===== config.mk =====
export PLATFORM = sky130hd
export DESIGN_NAME = instruction_fetch_system_flat
export DESIGN_NICKNAME = d
export VERILOG_FILES = /design/src/rtl/instruction_fetch_system_if.sv /design/src/rtl/instruction_fetch_system.sv /design/src/flat_wrapper.sv
export SDC_FILE = /design/constraint.sdc
export NUM_CORES = 1
export LEC_CHECK = 0
export BUFFER_PORTS_ARGS = -buffer_cell sky130_fd_sc_hd__buf_2
export CELL_PAD_IN_SITES_DETAIL_PLACEMENT = 0
export CELL_PAD_IN_SITES_GLOBAL_PLACEMENT = 1
export CORE_MARGIN = 2
export CORE_UTILIZATION = 32
export DETAILED_ROUTE_END_ITERATION = 7
export GPL_TIMING_DRIVEN = 0
export HOLD_SLACK_MARGIN = 0.02
export PLACE_DENSITY = 0.81
export SYNTH_ARGS = -nofsm -noshare
export SYNTH_HDL_FRONTEND = slang
export SYNTH_SLANG_ARGS = --single-unit

===== constraint.sdc =====
create_clock -name clk -period 1.6 [get_ports clk]
set_input_delay 0.32 -clock clk [delete_from_list [all_inputs] [get_ports clk]]
set_output_delay 0.32 -clock clk [all_outputs]
set_load 0.02 [all_outputs]

===== src/rtl/instruction_fetch_system_if.sv =====
// Instruction memory bus between the fetch stage (master) and the instruction memory (slave).
// The request holds a stable word address until acknowledged; read data is valid with the ack.
interface instruction_fetch_system_if;
  logic [15:0] mem_addr;
  logic        mem_req;
  logic [15:0] mem_rdata;
  logic        mem_ack;

  modport master (
    output mem_addr,
    output mem_req,
    input  mem_rdata,
    input  mem_ack
  );

  modport slave (
    input  mem_addr,
    input  mem_req,
    output mem_rdata,
    output mem_ack
  );
endinterface


===== src/rtl/instruction_fetch_system.sv =====
// Fetch stage: owns the PC, fetches one- or two-word instructions, and holds IR/ImR/ra_out
// for the execution stage until it signals completion and picks the next PC.
module instruction_fetch_system #(
  parameter logic [15:0] RESET_PC = 16'h0000
) (
  input  logic                               clk,
  input  logic                               reset,
  instruction_fetch_system_if.master         mem,
  input  logic                               advance,
  input  logic [1:0]                         pc_sel,
  input  logic                               cmp_result,
  input  logic [15:0]                        ra_in,
  output logic [15:0]                        IR,
  output logic [15:0]                        ImR,
  output logic [15:0]                        ra_out,
  output logic [15:0]                        instr_addr,
  output logic                               valid
);

  localparam logic [1:0] IDLE  = 2'd0;
  localparam logic [1:0] REQ_I = 2'd1;
  localparam logic [1:0] REQ_X = 2'd2;
  localparam logic [1:0] READY = 2'd3;

  localparam logic [1:0] SEL_SEQ    = 2'b00;
  localparam logic [1:0] SEL_BRANCH = 2'b01;
  localparam logic [1:0] SEL_JUMP   = 2'b10;
  localparam logic [1:0] SEL_RETURN = 2'b11;

  logic [1:0]  state;
  logic [15:0] pc;
  logic        two_word;
  logic [15:0] short_imm;

  // Opcodes 0xC-0xF carry a second (extension) word.
  assign two_word  = (mem.mem_rdata[15:12] >= 4'hC);
  assign short_imm = {{8{mem.mem_rdata[7]}}, mem.mem_rdata[7:0]};

  assign mem.mem_addr = pc;
  assign mem.mem_req  = (state == REQ_I) || (state == REQ_X);
  assign valid        = (state == READY);
  assign ra_out       = pc;

  // NOTE: every register here, state included, uses non-blocking assignment so that all
  // updates within one edge see the pre-edge values (e.g. ImR used while pc is rewritten).
  always_ff @(posedge clk) begin
    // NOTE: reset is synchronous and checked first, so it also abandons an in-flight fetch.
    if (reset) begin
      state      <= IDLE;
      pc         <= RESET_PC;
      IR         <= 16'h0000;
      ImR        <= 16'h0000;
      instr_addr <= RESET_PC;
    end else begin
      case (state)
        IDLE: begin
          state <= REQ_I;
        end

        REQ_I: begin
          if (mem.mem_ack) begin
            IR         <= mem.mem_rdata;
            ImR        <= short_imm;
            instr_addr <= pc;
            pc         <= pc + 16'd1;
            state      <= two_word ? REQ_X : READY;
          end
        end

        REQ_X: begin
          if (mem.mem_ack) begin
            ImR   <= mem.mem_rdata;
            pc    <= pc + 16'd1;
            state <= READY;
          end
        end

        READY: begin
          if (advance) begin
            state <= REQ_I;
            // pc already points past the instruction, so sequential needs no update.
            case (pc_sel)
              SEL_SEQ:    pc <= pc;
              SEL_BRANCH: if (cmp_result) pc <= ImR;
              SEL_JUMP:   pc <= ImR;
              SEL_RETURN: pc <= ra_in;
              default:    pc <= pc;
            endcase
          end
        end

        default: begin
          state <= IDLE;
        end
      endcase
    end
  end

endmodule


===== src/flat_wrapper.sv =====
// flat-port wrapper written by rule: the top's interface ports become plain ports
module instruction_fetch_system_flat 
#(
  parameter logic [15:0] RESET_PC = 16'h0000
)
  (clk, reset, advance, pc_sel, cmp_result, ra_in, IR, ImR, ra_out, instr_addr, valid, mem_mem_addr, mem_mem_req, mem_mem_rdata, mem_mem_ack);
  instruction_fetch_system_if mem_i ();
  input  logic clk;
  input  logic reset;
  input  logic advance;
  input  logic [1:0] pc_sel;
  input  logic cmp_result;
  input  logic [15:0] ra_in;
  output logic [15:0] IR;
  output logic [15:0] ImR;
  output logic [15:0] ra_out;
  output logic [15:0] instr_addr;
  output logic valid;
  output wire logic [$bits(mem_i.mem_addr)-1:0] mem_mem_addr;
  output wire logic [$bits(mem_i.mem_req)-1:0] mem_mem_req;
  input wire logic [$bits(mem_i.mem_rdata)-1:0] mem_mem_rdata;
  input wire logic [$bits(mem_i.mem_ack)-1:0] mem_mem_ack;
  assign mem_mem_addr = mem_i.mem_addr;
  assign mem_mem_req = mem_i.mem_req;
  assign mem_i.mem_rdata = mem_mem_rdata;
  assign mem_i.mem_ack = mem_mem_ack;
  instruction_fetch_system #(.RESET_PC(RESET_PC)) u_core (.clk(clk), .reset(reset), .mem(mem_i), .advance(advance), .pc_sel(pc_sel), .cmp_result(cmp_result), .ra_in(ra_in), .IR(IR), .ImR(ImR), .ra_out(ra_out), .instr_addr(instr_addr), .valid(valid));
endmodule

==> flow_summary.toml <==
[critical_path]
cp_max_fo = 6
cp-end-kind = "flip-flop"
crit_family = "compound AO/OA/AOI/OAI gates"
worstPathRequired_ps = 1860
slowest_delay_ps = 370
path_buf_inv = 1
cp_cell_sequence = "ha_4 > and4bb_4 > a21o_1 > buf_6 > o32a_1 > a31oi_1"
arrival_ps = 1960
startpoint_type = "flip-flop"
critical_path.slowest_cell = "dfxtp_4"
path_class = "flip-flop to flip-flop"

[synthesis]
synth_top_area_cell = "dfxtp_1"
synth_most_common_cell = "nand2_1"
syn_area_per_cell_um2 = 7.79
synthArstFlopShare_pct = 0
seq_area_frac_synth_pct = 38.8
ys_top_cells_by_area = "dfxtp_1, nand2_1, a21oi_1"
synth-adder-area-share_pct = 2.21
synthSimpleGateAreaFrac_pct = 22.8
yosysWarnings = 0
synth_top_area_share_pct = 38.8
synthesis.nets = 482
synth_compound_area_share_pct = 24.4
synth_edf_count = 0
synthCells = 437
synth-xor-area-share_pct = 0
yosys_most_used_dff = "dfxtp_1"
synthTopCellsByCount = "nand2_1, dfxtp_1, a21oi_1"
ys_seq_elements = 66
ys_types = 53
syn-cell-area_um2 = 3400
synthMuxAreaShare_pct = 1.87
synth_top_family_by_area = "compound AO/OA/AOI/OAI gates"

[timing]
min_period_over_period_pct = 106
finalMaxSlewViolations = 0
worst_clock_skew_ps = 12.4
hold_viol = 0
fmax_ghz = 0.588
tightest_slew_ps = 725
rsz0062_at_grt = "true"
period_minus_slack_ps = 1700
relSlewSlack_pct = 51.7
fin_ws_ps = -101
finalSetupViolCount = 10

[clock_tree]
clock-sinks = 66
root_buffer = "clkbuf_8"
clk_latency_ps = 350
clk_pin_slew_ps = 80
cts.hold.buffers_added = 0
cts_inserted_buffers = 9
cts_tree = "yes"
cts_buffer_depth = 2
htree_levels = 3

[die]
ios = 121
dieArea_um2 = 11500
initial_core_util_pct = 33.0
die_h_um = 107
placementRows = 37
chipWidth_um = 107
coreArea_um2 = 10300

[global_route]
antenna_found_initial = 0
grt_pass1_wl_um = 18100
grt_max_degree = 13
grt_overflow_total = 0
track_usage_pct = 20.2
grt_pass1_vias = 3396

[finish]
drive_above_1_share_pct = 43.1
multi_input_area_um2 = 2010
fill_cells = 1032
register_area_um2 = 1340
area_growth_pct = 46.3
layout.nets = 634
design_area_um2 = 4980
final_core_util_pct = 48.3
diodes = 0

[drt]
dr.pass1.iters = 5
viasPerCell = 5.20
antenna_left = 0
drt-initial-drc-count = 204
dr_total_vias = 3793
drc = 0
wire_per_inst_um = 16.4
wl_um = 12000

[run_status]
violations = "negative setup slack"
outcome = "complete, but fails checks"

[hold_path]
hp-class = "input pin to flip-flop"

[place]
place_congestion = 0.860
place_area_um2 = 4230
dp_hpwl_um = 8330
port-buffer-count = 119

[run]
drv_cap = 0

[pwr]
vdd_drop_max_mv = 0.583
power.density_nw_per_um2 = 1360
p_leak_nw = 2.17
stage by stage:
stage	power, mW	setup WS [ps]	std cells	setup TNS, ps	hold slack, ps
floorplan	3.66	-54.7	437	-279	456
global placement	4.34	-278	692	-10450	439
detailed placement	4.37	-286	692	-11290	443
CTS	6.46	-27.4	720	-150	199
global route	7.16	-154	730	-1190	208
finish	6.79	-101	730	-470	207
cell usage in the layout, fill, tap and decap left out, types with 8 or more instances in the layout:
| master | Yosys | routed |
|---|---|---|
| nor2_1 | 19 | 18 |
| a211oi_1 | 15 | 9 |
| and3_1 | 13 | 10 |
| nand3_1 | 11 | 10 |
| buf_2 | 8 | 121 |
| nor3_1 | 11 | 10 |
| clkbuf_1 | 26 | 10 |
| o21ai_0 | 11 | 8 |
| buf_4 | 16 | 41 |
| dfxtp_1 | 66 | 57 |
| nand4_1 | 8 | 8 |
| a21oi_1 | 50 | 48 |
| inv_1 | 10 | 8 |
| clkbuf_8 | 0 | 9 |
| buf_6 | 2 | 9 |
| nand2_1 | 86 | 86 |
where the power goes:
group | switching [mW] | total, mW | internal [mW] | leakage, nW
clock network | 0.709 | 1.58 | 0.874 | 0.105
registers | 0.209 | 2.10 | 1.89 | 0.541
logic | 1.78 | 3.11 | 1.33 | 1.53
total | 2.70 | 6.79 | 4.10 | 2.17
sequential cells by signal, summed over array words and instances, names as in the netlist:
| signal | cells |
|---|---|
| u_core.IR | 16 |
| u_core.ImR | 16 |
| u_core.instr_addr | 16 |
| u_core.mem.mem_addr | 16 |
| u_core.state | 2 |
worst min-delay path: stages:
cell	delay [ps]
buf_2	110
nand2_1	50
a21oi_1	50
cells by family (layout without fill, tap and decap cells):
logic type,after synthesis,count (layout)
AND/OR/NAND/NOR,166,166
buffers and inverters,66,223
multiplexers,6,6
AO/OA/AOI/OAI,127,127
adder cells (fa/ha/maj),6,6
flip-flops,66,66
final timing paths:
path	end	slack, ps	depth (start not counted)	from
max	u_core.mem.mem_addr[15]	-100	6	u_core.state[1]
min	u_core.ImR[0]	210	3	mem_mem_rdata[0]
max reg2reg	u_core.mem.mem_addr[15]	-100	6	u_core.state[1]
min reg2reg	u_core.instr_addr[3]	450	2	u_core.instr_addr[3]
cell type report:
class                      count  share of cell area [%]
sequential                    66                    26.9
inverter                      11                   0.904
clock buffer                   9                    2.49
multi-input combinational    305                    40.3
tap                          136                    3.42
buffer                        49                    7.03
clock inverter                 7                    1.88
timing repair buffer         147                    17.1
layer usage:
layer	part of all wire, %	routed length (um)	vias to the layer above	global-route usage (%)
met3	7.4	883	22	5.59
li1	-	-	1850	-
met4	1.8	220	0	6.40
met2	48	5780	162	32.8
met5	0	0	-	0
met1	42	5080	1759	25.9
repair_timing:
item,in CTS,in global routing
buffers inserted,15,10
gates resized for setup,49,52
pin swaps,9,10
gates cloned,2,1
endpoints found under the setup margin,58,59
hold endpoints to repair,0,0
Note: power is estimated with default switching activity, not from simulation.
